--- src/rtl/seg7_pkg.sv ---
// seg7_pkg
//   Shared definitions for the 7-segment receive path:
//   - SEG_0..SEG_9 : segment patterns {g,f,e,d,c,b,a}, active-high
//   - seg7_to_bcd  : pattern -> {legal, digit[3:0]}
//   - seg7_rx_state_e : receiver FSM states
package seg7_pkg;

  localparam logic [6:0] SEG_0 = 7'h3F;
  localparam logic [6:0] SEG_1 = 7'h06;
  localparam logic [6:0] SEG_2 = 7'h5B;
  localparam logic [6:0] SEG_3 = 7'h4F;
  localparam logic [6:0] SEG_4 = 7'h66;
  localparam logic [6:0] SEG_5 = 7'h6D;
  localparam logic [6:0] SEG_6 = 7'h7D;
  localparam logic [6:0] SEG_7 = 7'h07;
  localparam logic [6:0] SEG_8 = 7'h7F;
  localparam logic [6:0] SEG_9 = 7'h6F;

  typedef enum logic [1:0] {
    UNLOCKED = 2'd0,
    LOCKED   = 2'd1,
    FAULT    = 2'd2
  } seg7_rx_state_e;

  // Returns {legal, digit}; any pattern outside the table is {0, 0}.
  function automatic logic [4:0] seg7_to_bcd(input logic [6:0] seg);
    logic [4:0] res;
    case (seg)
      SEG_0:   res = {1'b1, 4'd0};
      SEG_1:   res = {1'b1, 4'd1};
      SEG_2:   res = {1'b1, 4'd2};
      SEG_3:   res = {1'b1, 4'd3};
      SEG_4:   res = {1'b1, 4'd4};
      SEG_5:   res = {1'b1, 4'd5};
      SEG_6:   res = {1'b1, 4'd6};
      SEG_7:   res = {1'b1, 4'd7};
      SEG_8:   res = {1'b1, 4'd8};
      SEG_9:   res = {1'b1, 4'd9};
      default: res = {1'b0, 4'd0};
    endcase
    return res;
  endfunction

endpackage

--- src/rtl/seg7_step_decoder_sat_counter.sv ---
// sat_counter
//   Event counter that holds at all-ones instead of wrapping.
//   clk   : clock
//   rst_n : asynchronous active-low reset (clears to 0)
//   inc   : add one this cycle
//   cnt   : current count (registered)
module sat_counter #(
  parameter int W = 8
) (
  input  logic         clk,
  input  logic         rst_n,
  input  logic         inc,
  output logic [W-1:0] cnt
);

  localparam logic [W-1:0] CNT_MAX = {W{1'b1}};
  localparam logic [W-1:0] CNT_ONE = W'(1);

  logic [W-1:0] cnt_r;

  // Count inc pulses, holding at the maximum value
  always_ff @(posedge clk or negedge rst_n) begin
    if (!rst_n) begin
      cnt_r <= {W{1'b0}};
    end else if (inc && (cnt_r != CNT_MAX)) begin
      cnt_r <= cnt_r + CNT_ONE;
    end else begin
      cnt_r <= cnt_r;
    end
  end

  assign cnt = cnt_r;

endmodule

--- src/rtl/seg7_step_decoder.sv ---
// seg7_step_decoder
//   Samples a 7-segment bus, filters glitches, decodes to BCD and classifies
//   every accepted change as up-step, down-step, jump or illegal.
//   clk, rst_n      : clock, asynchronous active-low reset
//   display[6:0]    : segments {g,f,e,d,c,b,a}, active-high
//   digit[3:0]      : last accepted legal digit
//   digit_valid     : pulse on acceptance of a legal pattern
//   step_up/step_down/jump/illegal : one-cycle classification pulses
//   locked          : set once a first legal digit has been accepted
//   up_cnt/down_cnt/err_cnt : saturating event counters
module seg7_step_decoder
  import seg7_pkg::*;
#(
  parameter int STABLE_CYCLES = 4,
  parameter int CNT_W         = 8
) (
  input  logic             clk,
  input  logic             rst_n,
  input  logic [6:0]       display,
  output logic [3:0]       digit,
  output logic             digit_valid,
  output logic             step_up,
  output logic             step_down,
  output logic             jump,
  output logic             illegal,
  output logic             locked,
  output logic [CNT_W-1:0] up_cnt,
  output logic [CNT_W-1:0] down_cnt,
  output logic [CNT_W-1:0] err_cnt
);

  localparam int              STAB_W   = $clog2(STABLE_CYCLES + 1);
  localparam logic [STAB_W-1:0] STAB_MAX = STAB_W'(STABLE_CYCLES);
  localparam logic [STAB_W-1:0] STAB_ONE = STAB_W'(1);

  // Input filter state
  logic [6:0]        s0_r;
  logic [STAB_W-1:0] stab_r;
  // Last accepted pattern (legal or not) so a held pattern never re-pulses
  logic [6:0]        last_pat_r;
  logic [6:0]        last_pat_s;

  seg7_rx_state_e state_r, state_s;

  logic [3:0] digit_r,  digit_s;
  logic       valid_r,  valid_s;
  logic       up_r,     up_s;
  logic       down_r,   down_s;
  logic       jump_r,   jump_s;
  logic       ill_r,    ill_s;
  logic       locked_r, locked_s;

  logic       accept_s;
  logic [4:0] dec_s;
  logic [3:0] next_up_s;
  logic [3:0] next_down_s;

  // Sample the bus and count how long the sample has stayed unchanged
  always_ff @(posedge clk or negedge rst_n) begin
    if (!rst_n) begin
      s0_r   <= 7'h00;
      stab_r <= {STAB_W{1'b0}};
    end else begin
      s0_r <= display;
      if (display != s0_r) begin
        stab_r <= STAB_ONE;
      end else if (stab_r != STAB_MAX) begin
        stab_r <= stab_r + STAB_ONE;
      end else begin
        stab_r <= stab_r;
      end
    end
  end

  // Neighbours of the current digit, with 9<->0 wrap
  always_comb begin
    next_up_s   = (digit_r == 4'd9) ? 4'd0 : (digit_r + 4'd1);
    next_down_s = (digit_r == 4'd0) ? 4'd9 : (digit_r - 4'd1);
  end

  // Acceptance, FSM next state and classification pulses
  always_comb begin
    state_s    = state_r;
    digit_s    = digit_r;
    last_pat_s = last_pat_r;
    locked_s   = locked_r;
    valid_s    = 1'b0;
    up_s       = 1'b0;
    down_s     = 1'b0;
    jump_s     = 1'b0;
    ill_s      = 1'b0;
    dec_s      = seg7_to_bcd(s0_r);
    accept_s   = (stab_r == STAB_MAX) && (s0_r != last_pat_r);

    if (accept_s) begin
      last_pat_s = s0_r;
      if (dec_s[4]) begin
        valid_s  = 1'b1;
        digit_s  = dec_s[3:0];
        locked_s = 1'b1;
        case (state_r)
          // Only a LOCKED receiver has a trusted baseline to classify against
          LOCKED: begin
            if (dec_s[3:0] == next_up_s) begin
              up_s = 1'b1;
            end else if (dec_s[3:0] == next_down_s) begin
              down_s = 1'b1;
            end else begin
              jump_s = 1'b1;
            end
            state_s = LOCKED;
          end
          UNLOCKED: state_s = LOCKED;
          FAULT:    state_s = LOCKED;
          default:  state_s = UNLOCKED;
        endcase
      end else begin
        ill_s = 1'b1;
        case (state_r)
          UNLOCKED: state_s = UNLOCKED;
          LOCKED:   state_s = FAULT;
          FAULT:    state_s = FAULT;
          default:  state_s = UNLOCKED;
        endcase
      end
    end else begin
      state_s = state_r;
    end
  end

  // FSM state, last pattern and registered outputs
  always_ff @(posedge clk or negedge rst_n) begin
    if (!rst_n) begin
      state_r    <= UNLOCKED;
      last_pat_r <= 7'h00;
      digit_r    <= 4'd0;
      valid_r    <= 1'b0;
      up_r       <= 1'b0;
      down_r     <= 1'b0;
      jump_r     <= 1'b0;
      ill_r      <= 1'b0;
      locked_r   <= 1'b0;
    end else begin
      state_r    <= state_s;
      last_pat_r <= last_pat_s;
      digit_r    <= digit_s;
      valid_r    <= valid_s;
      up_r       <= up_s;
      down_r     <= down_s;
      jump_r     <= jump_s;
      ill_r      <= ill_s;
      locked_r   <= locked_s;
    end
  end

  // Counters take the pre-register pulses so they update with the pulse
  sat_counter #(.W(CNT_W)) u_up_cnt (
    .clk   (clk),
    .rst_n (rst_n),
    .inc   (up_s),
    .cnt   (up_cnt)
  );

  sat_counter #(.W(CNT_W)) u_down_cnt (
    .clk   (clk),
    .rst_n (rst_n),
    .inc   (down_s),
    .cnt   (down_cnt)
  );

  sat_counter #(.W(CNT_W)) u_err_cnt (
    .clk   (clk),
    .rst_n (rst_n),
    .inc   (jump_s | ill_s),
    .cnt   (err_cnt)
  );

  assign digit       = digit_r;
  assign digit_valid = valid_r;
  assign step_up     = up_r;
  assign step_down   = down_r;
  assign jump        = jump_r;
  assign illegal     = ill_r;
  assign locked      = locked_r;

endmodule

--- config.mk ---
export PLATFORM = sky130hd
export DESIGN_NAME = seg7_step_decoder
export DESIGN_NICKNAME = d
export VERILOG_FILES = /design/src/rtl/seg7_pkg.sv /design/src/rtl/seg7_step_decoder_sat_counter.sv /design/src/rtl/seg7_step_decoder.sv
export SDC_FILE = /design/constraint.sdc
export NUM_CORES = 1
export LEC_CHECK = 0
export ABC_AREA = 1
export BUFFER_PORTS_ARGS = -buffer_cell sky130_fd_sc_hd__clkbuf_2
export CORE_ASPECT_RATIO = 0.7
export CORE_MARGIN = 2
export CORE_UTILIZATION = 35
export CTS_BUF_LIST = sky130_fd_sc_hd__clkbuf_4 sky130_fd_sc_hd__clkbuf_8 sky130_fd_sc_hd__clkbuf_16
export DETAILED_ROUTE_END_ITERATION = 8
export MAX_ROUTING_LAYER = met4
export PLACE_DENSITY = 0.54
export SETUP_SLACK_MARGIN = 0.2
export SLEW_MARGIN = 20
export SYNTH_ARGS = -nofsm -noshare
export SYNTH_HDL_FRONTEND = slang
export SYNTH_HIERARCHICAL = 1
export SYNTH_SLANG_ARGS = --single-unit
--- constraint.sdc ---
create_clock -name clk -period 2.2 [get_ports clk]
set_input_delay 0.33 -clock clk [delete_from_list [all_inputs] [get_ports clk]]
set_output_delay 0.33 -clock clk [all_outputs]
set_load 0.02 [all_outputs]
Word level (Yosys, flattened, before mapping)
Cells that the tools add are included.
{"block": "totals", "reg_bits": 53, "inputBits": 9, "word_cells": 79}
{"block": "classes", "addsub": 6, "eq_ne": 22, "muxes": 26, "bitwise_logic": 1, "n_reduce_logical": 10}
{"operator": "5-bit one-hot mux with 10 select lines", "count": 1}
{"operator": "7-bit == test, second input constant", "count": 7}
{"operator": "8-bit by 1-bit adder with 8-bit output, second input constant", "count": 3}
{"operator": "8-bit != test, second input constant", "count": 3}
{"operator": "1-bit two-way mux", "count": 19}
{"operator": "7-bit by 3-bit == test with 1-bit output, second input constant", "count": 2}
{"operator": "7-bit != test", "count": 2}
{"operator": "4-bit == test", "count": 2}
{"operator": "4-bit two-way mux", "count": 2}
{"operator": "7-bit by 6-bit == test with 1-bit output, second input constant", "count": 1}
{"operator": "3-bit two-way mux", "count": 2}
{"operator": "4-bit by 1-bit adder with 4-bit output, second input constant", "count": 1}
{"operator": "4-bit == test, second input constant", "count": 1}
{"operator": "1-bit logical AND", "count": 4}
{"operator": "4-bit zero test", "count": 1}
{"operator": "2-bit two-way mux", "count": 2}
{"operator": "4-bit by 1-bit subtractor with 4-bit output, second input constant", "count": 1}
{"operator": "3-bit by 1-bit adder with 3-bit output, second input constant", "count": 1}
{"operator": "3-bit == test, second input constant", "count": 1}
{"operator": "3-bit != test, second input constant", "count": 1}
{"operator": "3-bit OR reduction", "count": 1}
{"operator": "2-bit by 1-bit == test with 1-bit output, second input constant", "count": 1}
{"operator": "2-bit == test, second input constant", "count": 1}
{"operator": "2-bit zero test", "count": 1}
{"operator": "other kinds (4)", "count": 4}

Logic depth before layout (Yosys ltp)
Gate-level depths: netlist of the first run.
{"block": "logic_depth", "ltp_word": 10, "ltp_mapped": 20, "depth_no_buf": 19}

Modules after synthesis
The synthesis of the first run kept the hierarchy.
{"mod": "seg7_step_decoder", "n_inst": 1, "cells_each": 237, "area_per_inst_um2": 1854.3, "seq_area_each_um2": 725.7}
{"mod": "sat_counter", "n_inst": 3, "cells_each": 63, "area_per_inst_um2": 483.0, "seq_area_each_um2": 200.2}

Worst setup path after synthesis of the first run
No wires, ideal clock.
{"block": "synth_timing", "kind": "flip-flop to flip-flop", "start": "reg s0_r[4]", "end": "reg u_down_cnt.cnt_r[7], in the netlist u_down_cnt/cnt[7]", "setup_ns": 0.119, "arrival_ns": 2.071, "t_required_ns": 2.081, "slack_ns": 0.011, "path_stages_with_launch": 20, "synth_period_minus_slack_ns": 2.189, "cell_sequence": "dfrtp_1 > buf_2 > nor2_2 > nand2_1 > inv_1 > nand2_4 > nand2_4 > inv_2 > nand2_1 > nand2_1 > nand2_1 > nor2_2 > nand2_2 > nand2_1 > nor2_1 > nand2_1 > nor2_2 > nand3_1 > nand2_1 > nand2_1"}
{"block": "synth_between", "elab_chain_len": 9, "elab_cells_between_ends": 21}
{"item": "from (decl)", "line_no": "seg7_step_decoder.sv:37", "text": "logic [6:0] s0_r;"}
{"item": "from (signal assigned)", "line_no": "seg7_step_decoder.sv:64", "text": "s0_r <= display;"}
{"item": "7-bit == test (tied with other cells)", "line_no": "seg7_pkg.sv:28", "text": "case (seg)"}
{"item": "5-bit one-hot mux with 10 select lines", "line_no": "seg7_pkg.sv:28"}
{"item": "4-bit == test", "line_no": "seg7_step_decoder.sv:106", "text": "end else if (dec_s[3:0] == next_down_s) begin"}
{"item": "1-bit two-way mux", "line_no": "seg7_step_decoder.sv:106"}
{"item": "1-bit two-way mux", "line_no": "seg7_step_decoder.sv:104", "text": "if (dec_s[3:0] == next_up_s) begin"}
{"item": "1-bit two-way mux", "line_no": "seg7_step_decoder.sv:101", "text": "case (state_r)"}
{"item": "1-bit two-way mux", "line_no": "seg7_step_decoder.sv:97", "text": "if (dec_s[4]) begin"}
{"item": "1-bit two-way mux *", "line_no": "seg7_step_decoder.sv:95", "text": "if (accept_s) begin"}
{"item": "net down_s", "line_no": "seg7_step_decoder.sv:48", "text": "logic down_r, down_s;"}
{"item": "1-bit logical AND *", "line_no": "seg7_step_decoder_sat_counter.sv:25", "text": "end else if (inc && (cnt_r != CNT_MAX)) begin"}
{"item": "to (signal assigned)", "line_no": "seg7_step_decoder_sat_counter.sv:24", "text": "cnt_r <= {W{1'b0}};"}
{"item": "to (signal assigned)", "line_no": "seg7_step_decoder_sat_counter.sv:26", "text": "cnt_r <= cnt_r + CNT_ONE;"}
{"item": "to (signal assigned)", "line_no": "seg7_step_decoder_sat_counter.sv:28", "text": "cnt_r <= cnt_r;"}
{"item": "to (decl)", "line_no": "seg7_step_decoder_sat_counter.sv:19", "text": "logic [W-1:0] cnt_r;"}
The timed path passes the listed nets; every way through them passes the cells marked *.
A chain may end at the register's enable or synchronous reset.

Final worst setup path of the first run
{"block": "layout_timing", "start": "reg s0_r[3]", "end": "reg u_up_cnt.cnt_r[3], in the netlist u_up_cnt/cnt[3]"}
{"block": "layout_between", "elab_chain_len": 8, "elab_cells_between_ends": 19}
{"item": "7-bit == test (tied with other cells)", "line_no": "seg7_pkg.sv:28"}
{"item": "5-bit one-hot mux with 10 select lines", "line_no": "seg7_pkg.sv:28"}
{"item": "4-bit == test", "line_no": "seg7_step_decoder.sv:104"}
{"item": "1-bit two-way mux", "line_no": "seg7_step_decoder.sv:104"}
{"item": "1-bit two-way mux", "line_no": "seg7_step_decoder.sv:101"}
{"item": "1-bit two-way mux", "line_no": "seg7_step_decoder.sv:97"}
{"item": "1-bit two-way mux *", "line_no": "seg7_step_decoder.sv:95"}
{"item": "net up_s", "line_no": "seg7_step_decoder.sv:47", "text": "logic up_r, up_s;"}
{"item": "1-bit logical AND *", "line_no": "seg7_step_decoder_sat_counter.sv:25"}
{"item": "to (signal assigned)", "line_no": "seg7_step_decoder_sat_counter.sv:24"}
{"item": "to (signal assigned)", "line_no": "seg7_step_decoder_sat_counter.sv:26"}
{"item": "to (signal assigned)", "line_no": "seg7_step_decoder_sat_counter.sv:28"}
{"item": "to (decl)", "line_no": "seg7_step_decoder_sat_counter.sv:19"}
Marked as above.

==> flow_results.org, run 1 <==
** Run status
- The flow ran to the end, and the final reports show no timing, DRC or antenna violations.

** Place
- Routability congestion estimate :: between 0.8 and 0.9
- Number of buffers added on ports :: 42
- Post-detailed-placement half-perimeter wirelength :: 5150 µm
- Timing analysis after detailed placement gives a worst setup slack of -0.0161 ns.

** Synthesis
- In this run, synthesis inferred 0 flip-flops with an integrated enable.
- During synthesis, Yosys emitted a total of 6 warnings.
- The synthesized netlist devotes 5.23% of its cell area to compound gates.
- After synthesis, flip-flops and latches occupy ~40% of the total area.
- By area, the combinational part of the netlist is dominated by simple AND/OR/NAND/NOR gates.
- Average cell area after synthesis :: 7.75 µm²
- Xor and xnor area share after synthesis :: 6.36%
- The mapped netlist covers 0.00330 mm².
- Dominant cell type by area after synthesis :: dfrtp_1
- Number of synthesized register bits :: 53
- Adder-cell area share of the yosys netlist :: 2.65%
- Synth Area in Simple Gates :: 38.4%
- By area the synthesized netlist is led by dfrtp_1 40%, nand2_1 16%, nor2_1 5.1%, inv_1 4.0%, xnor2_1 3.7%.
- The cell count after synthesis came out at 426.
- Async SR Flop Fraction :: 100%
- Fraction of synthesized cell area taken by the top area cell type :: 40.2%
- Most common flop cell mapped by yosys :: dfrtp_1
- After synthesis, the share of cell area in mux cells is 0%.
- The number of nets in the synthesized netlist is 442.
- Distinct cells, synth :: 32

** Route
- Final routed DRC violation total :: 0
- The first detailed-routing pass ran for 4 iterations.
- Via count :: 2706
- Dividing the detail-routed wire length by the instance count gives 11.3 µm.
- The first routing iteration left between 100 and 150 violations.
- Antenna Violating Nets Remaining :: 0
- DR vias/cell :: 4.41
- Total wire length after detailed routing :: 6910 µm

** Worst setup path
- The slowest stage of the critical path belongs to the cell dfrtp_2.
- STA classifies the critical path startpoint as a flop.
- Max incr delay on CP :: 0.46 ns
- Launch point of the worst reg-to-reg path :: s0_r[3]
- Most repeated library cell on the critical path :: nor2_1
- The setup check on the worst reg-to-reg path leaves a slack of between 0.1 and 0.15 ns.
- Setup CP Type :: reg -> reg
- The worst register-to-register path ends at u_up_cnt/cnt[3].
- Critical path cell sequence :: buf_4 > xor2_1 > nor2_1 > nand2_1 > nor2_2 > nor2_8 > nand2_4 > buf_4 > nor3_4 > nand2_2 > nor2_4 > nand2_1 > nor2_1 > nor2_1
- Arrival time of data at the critical path endpoint :: 2.26 ns
- The worst register-to-register path has a depth of 14.
- Critical path required time :: 2.39 ns
- CP endpoint kind :: flop
- Tracing the worst setup path back leads to its startpoint at s0_r[3].
- Worst Path Max Fanout :: 5

** Power
- Net switching power :: 471 µW
- Pwr Density :: 471 mW/mm²
- Switching fraction of total power :: 24.3%
- For this design the static power due to leakage is 2.05 nW.
- Comb power frac :: 6.6%
- Worst-case vdd ir drop :: 0.254 mV
- Registers are responsible for 51.3% of the overall power.
- Cell internal power was estimated by the tool at 1.47 mW.
- In this run, the clock network consumes 42.1% of the power.

** Cells and area
- The multi-input combinational cells in the finished layout cover a total of 0.00190 mm².
- Most common cell after layout, fill and taps aside :: nand2_1
- Counting the fill cells in the layout gives 911.
- Number of antenna cells inserted :: 0
- Post-synthesis to final-layout area growth :: 25.0%
- The final layout contains 505 nets.
- The library cells used most frequently in the layout, excluding fill and tap cells, are 126 x nand2_1, 45 x dfrtp_1, 42 x clkbuf_2.
- Cells with a size suffix above 1 make up 35.5% of the layout.
- Total area of sequential cells :: 0.00134 mm²

** Timing
- Setup violations remaining at the end of the flow were counted as 0.
- Layout Skew :: slightly below 0.008 ns
- At the pin with the least slew margin, the transition time is 0.299 ns.
- Ratio of final minimum period to clock period :: 93.8%
- Derived from the worst setup path, the maximum achievable clock frequency is 0.485 GHz.
- On the final layout, the worst hold slack is 0.0113 ns.
- Setup slack on the critical path of the routed design comes to ~0.14 ns.
- The worst path in the final design needs a cycle of 2.06 ns, including I/O delays and setup.
- Relative max-transition margin :: about four fifths
- The number of pins exceeding their max-slew limit in the final report was 0.
- RSZ-0062 raised after global routing :: yes
- Final Hold Fails :: 0

** Clock tree
- Htree depth :: 2
- For the worst-skew pair, the clock arrives at the later sink with an insertion delay of 0.30 ns.
- CTS Buf Count :: 5
- Maximum buffer depth of the clock tree :: 2
- Clock-pin transition on the worst setup and hold timing paths :: roughly 0.07 ns
- Cell at the root of the clock tree :: clkbuf_16
- TritonCTS clock tree :: yes
- The clock net in this run drives a total of 53 sinks.

** Floorplanning
- In this run the core area contains 29 standard-cell rows.
- The die covers 0.0102 mm².
- The core region is 0.00911 mm².
- The die is 85.3 µm tall.
- Boundary Pins :: 43
- Measured along the x axis, the die boundary spans 120 µm.
- The initial utilization of the core area, before any placement, comes to 36.3%.

** Global route
- First-pass GRT wire length :: 12000 µm
- Global-route usage over all layers :: 15.0%
- Met3 capacity usage during global routing :: 3.36%
- Summed over all layers, the global routing overflow is 0.
- Initial antenna violation count :: 0
- Entering global routing, the biggest net connects 54 pins.
- The layer flagged by global routing as most heavily used is met2.
- Met2 capacity usage during global routing :: 22.3%
- For this run, global-route usage on met1 was measured as 20.9%.
- The via count of the first global-routing pass came to 2572.

** Hold path
- Type of the most critical hold path :: in -> async

** Run
- Number of max-cap violations :: 0
==> worst max path at each step <==
stage	end	slack (ns)	cells after the start
floorplan	u_up_cnt/cnt[3]	0.14	17
global placement	u_err_cnt/cnt[7]	0.008	17
detailed placement	u_err_cnt/cnt[7]	-0.02	17
CTS	u_up_cnt/cnt[7]	0.13	14
global route	u_up_cnt/cnt[3]	-0.07	16
finish	u_up_cnt/cnt[3]	0.14	14
==> synthesized netlist by cell type (7+ instances only) <==
cell and n:
xnor2_1 14, ha_1 7, nand2_2 9, o21ai_0 8, nor2_4 9, nand3_1 20
nor2_1 45, buf_2 7, nor2_2 11, inv_1 35, nand2_4 7, xor2_1 10
dfrtp_1 53, inv_2 10, nand2_1 141
==> worst max-delay path, delay by kind of cell, from the launching register on <==
kind          cells  cell delay [ns]
simple gates     11             1.03
flops             1             0.46
buf+inv           2             0.30
xor+xnor          1             0.16
==> logic make-up after synthesis <==
| group | Yosys count |
|---|---|
| flops | 53 |
| xor+xnor | 24 |
| compound gates | 28 |
| fa+ha+maj | 7 |
| simple gates | 257 |
| buf+inv | 57 |
==> stage by stage <==
step	instance area (µm²)	total power, mW	utilization (%)	TNS [ns]	instances
2_1_floorplan	3370	1.09	-	0	426
3_3_place_gp	3780	1.13	41.5	0	598
3_5_place_dp	3780	1.13	41.5	-0.0198	598
4_1_cts	4030	1.97	44.2	0	612
5_1_grt	4130	2.04	45.3	-0.345	614
6_report	4130	1.94	45.3	0	614
==> sequential cells by signal, summed over array words and instances, names as in the netlist <==
signal / flops
u_err_cnt/cnt: 8
jump: 1
stab_r: 3
locked: 1
digit_valid: 1
last_pat_r: 7
s0_r: 7
state_r: 2
illegal: 1
u_up_cnt/cnt: 8
step_up: 1
digit: 4
step_down: 1
u_down_cnt/cnt: 8
==> final cells by class <==
cell class / instances / share of cell area [%]
Clock buffer: 6 / 3.21
Sequential cell: 53 / 32.4
Inverter: 49 / 4.82
Clock inverter: 2 / 0.333
Multi-Input combinational cell: 316 / 46.0
Tap cell: 124 / 3.76
Timing Repair Buffer: 64 / 9.48
==> routing by layer <==
| layer | share of wire [%] | wire length (µm) | vias up |
|---|---|---|---|
| li1 | - | - | 1429 |
| met1 | 53 | 3680 | 1230 |
| met2 | 42 | 2910 | 39 |
| met3 | 3.6 | 251 | 8 |
| met4 | 1.0 | 69 | 0 |
| met5 | 0 | 0 | - |
==> power groups by stage <==
stage | logic (mW) | registers, mW | clock network (mW)
2_1_floorplan | 0.0824 | 1.00 | 0
3_3_place_gp | 0.114 | 1.02 | 0
3_5_place_dp | 0.115 | 1.02 | 0
4_1_cts | 0.125 | 0.996 | 0.846
5_1_grt | 0.143 | 0.999 | 0.900
6_report | 0.127 | 0.997 | 0.819
==> timing repair <==
item,in CTS,in global routing
pin swaps,6,12
buffers inserted,6,2
hold buffers,0,0
endpoints found under the setup margin,24,24
gates resized for setup,17,26
Note: power is estimated with default switching activity, not from simulation.
==> run 2, diff against run 1 <==
--- a/config.mk
+++ b/config.mk
@@ -14,7 +14,7 @@
 export DETAILED_ROUTE_END_ITERATION = 8
 export MAX_ROUTING_LAYER = met4
 export PLACE_DENSITY = 0.54
-export SETUP_SLACK_MARGIN = 0.2
+export SETUP_SLACK_MARGIN = 0.5
 export SLEW_MARGIN = 20
 export SYNTH_ARGS = -nofsm -noshare
 export SYNTH_HDL_FRONTEND = slang
==> run 2 against run 1 <==
Net effect:
- register-to-register slack worse by 0.05 ns
- die area unchanged
- maximum frequency is 2.2% lower
- cell count up 0.49%
- total power up 6.2%
- non-clock buffer count increased by 3
- wire length up 5.2%
- the run now ends with negative hold slack left
- clock power rose by 14%
- critical path type unchanged
- largest power group unchanged
- worst hold slack worse by 0.015 ns
==> flow_results.org, run 2 (synthesis results as in run 1) <==
** Route
- Via count :: 2743 (+1.4%)
- The number of DRC violations after detailed routing was 0 (unchanged).
- DR vias/cell :: 4.45 (+0.87%)
- DRC marker count from the first detailed-route iteration :: 132 (-2.2%)
- Number of detailed-route iterations in the first pass :: 4 (unchanged)
- The total detailed-routing wirelength is 7270 µm (+5.2%).
- Antenna Violating Nets Remaining :: 0 (unchanged)
- The average wire per cell in the routed design is 11.8 µm (+4.7%).

** Timing
- The relative slew slack is 66.1% (-14 points).
- The final cycle utilization of the critical path is 95.9% (+2.2 points).
- Setup repair after global routing could not meet its margin everywhere.
- The slew at the pin with the worst max-slew slack came to 0.509 ns (+0.210 ns).
- Final worst path period need :: 2.11 ns (+0.0475 ns)
- Worst Setup Slack, final :: 0.0892 ns (-0.0475 ns)
- Max Clk Rate :: 0.474 GHz (-2.2%)
- Layout Skew :: 0.00512 ns (-0.00268 ns)
- The count of final hold-check violations is 14 (+14).
- The final hold slack was -0.00379 ns (-0.0151 ns).
- The final setup violation count was 0 (unchanged).
- The number of pins exceeding their max-slew limit in the final report came to 0 (unchanged).

** Worst setup path
- Critical path cell sequence :: inv_4 > nand2_4 > nor2_4 > nand2_2 > nand2_4 > inv_4 > nand3b_1 > nand2_1 > nor2_2 > nand2_2 > nor3_4 > nand2_2 > nor2_4 > nand2_1 > nor2_1 > nor2_1
- Most repeated library cell on the critical path :: nand2_2
- The required arrival time at the worst endpoint is 2.38 ns (about the same).
- Number of cells on the critical path :: 16 (+2)
- Worst Setup Start Kind :: flop
- Family of cells with the greatest summed delay on the critical path :: simple AND/OR/NAND/NOR gates
- Crit path max-delay cell type :: dfrtp_2
- Worst Path Max Fanout :: 5 (unchanged)
- The data arrival time of the critical path is 2.30 ns (+0.04 ns).
- The worst reg-to-reg path cell count is 16 (+2).
- CP endpoint kind :: flop
- Buffer and inverter count on the worst path :: 2 (unchanged)
- Max incr delay on CP :: 0.46 ns (about the same)
- Setup CP Type :: reg -> reg

** Global route
- The met2 demand-to-capacity share in global routing was 21.3% (-0.93 points).
- Gr busiest metal :: met1
- The met1 layer usage reported by global route came to 22.4% (+1.5 points).
- The wire length of the first global-routing pass is 12100 µm (+0.75%).
- Met3 capacity usage during global routing :: 3.09% (-0.27 points)
- Vias in the first global route :: 2588 (+0.62%)
- The global router's overall resource usage is 15.2% (+0.20 points).
- Initial antenna violation count :: 0 (unchanged)
- The pin count of the biggest net entering global routing was 36 (-33%).
- Remaining Overflow, GRT :: 0 (unchanged)

** Clock tree
- Htree depth :: 2 (unchanged)
- TritonCTS clock tree :: yes
- Clock tree synthesis selected as its root buffer the cell clkbuf_16.
- The total clock sinks is 53 (unchanged).
- The clock latency on the worst-skew pair was 0.29 ns (about the same).
- The clock transition at the register clock pins on the worst setup and hold paths after CTS came to 0.07 ns (about the same).
- Maximum buffer depth of the clock tree :: 2 (unchanged)
- The count of hold-fix buffers inserted at cts was 0 (unchanged).
- CTS Buf Count :: 5 (unchanged)

** Floorplanning
- The I/O pin count is 43 (unchanged).
- Core ar. :: 0.00911 mm² (unchanged)
- The die boundary width is 120 µm (unchanged).
- The floorplan die area came to 0.0102 mm² (unchanged).
- The initial core utilization is 36.3% (unchanged).
- Height of the die :: 85.3 µm (unchanged)
- Rows :: 29 (unchanged)

** Place
- The pre-CTS worst setup slack came to -0.0602 ns (-0.0441 ns).
- The HPWL after detailed placement is 5340 µm (+3.7%).
- The total placed instance area was 0.00379 mm² (+0.23%).
- The placer congestion estimate came to 0.851 (+0.25%).
- Number of buffers added on ports :: 42 (unchanged)

** Cells and area
- Proportion of layout cells with a drive suffix above 1 :: 39.6% (+4.0 points)
- Final instance area :: 0.00431 mm² (+4.3%)
- The final-stage net count is 508 (+0.59%).
- Post-synthesis to final-layout area growth :: 30.4%
- The library cell used most frequently in the layout, excluding fill and tap cells, is nand2_1.
- Commonest cells after routing, fill and taps aside :: 117 x nand2_1, 44 x dfrtp_1, 42 x clkbuf_2
- Number of antenna cells inserted :: 0 (unchanged)

** Power
- Worst-case vdd ir drop :: 0.257 mV (+1.3%)
- The power per unit of standard cell area was 479 mW/mm² (+1.8%).
- The leakage power total was 2.10 nW (+2.7%).

** Run status
- Violated checks :: negative hold slack
- Result of the run :: finished with violations

** Run
- Number of max-cap violations :: 0 (unchanged)

** Hold path
- Type of the most critical hold path :: in -> async
## run 2: through the flow
step	TNS [ns]	std cells	utilization (%)	power [mW]
CTS	0	608	45.0	2.07
global placement	-0.110	596	41.6	1.13
detailed placement	-0.186	596	41.6	1.13
floorplan	0	426	-	1.09
global route	-1.26	617	47.3	2.15
finish	0	617	47.3	2.06
## run 2: per-layer routing
layer / up-vias / routed length [µm]
met5: - / 0
met4: 0 / 54
met3: 6 / 266
met2: 40 / 3040
met1: 1250 / 3910
li1: 1447 / -
## run 2: power by group
| part | total (mW) | switching, mW | internal, mW |
|---|---|---|---|
| clock | 0.936 | 0.354 | 0.582 |
| combinational | 0.130 | 0.0786 | 0.0514 |
| sequential | 0.997 | 0.0152 | 0.982 |
| total | 2.06 | 0.448 | 1.62 |
## run 2: area by class of cell
cell class	instances	area, µm²
Inverter	49	204
Multi-Input combinational cell	316	1960
Sequential cell	53	1340
Clock inverter	1	30.0
Clock buffer	7	146
Tap cell	124	155
Timing Repair Buffer	67	470
Fill cell	865	4800
## run 2: worst paths after layout
path	startpoint	to	slack [ns]
min reg2reg	locked	locked	0.47
min	rst_n	last_pat_r[3]	-0.004
max reg2reg	s0_r[1]	u_up_cnt/cnt[3]	0.09
max in group asynchronous	rst_n	s0_r[0]	1.63
max	s0_r[1]	u_up_cnt/cnt[3]	0.09
min in group clk	display[4]	s0_r[4]	0.17
## run 2: timing repair
item                       4_1_cts  5_1_grt
cloned                           0        1
pin swaps                        9       12
setup endpoints to repair       35       40
buffers inserted                 4        8
resized for setup               28       37
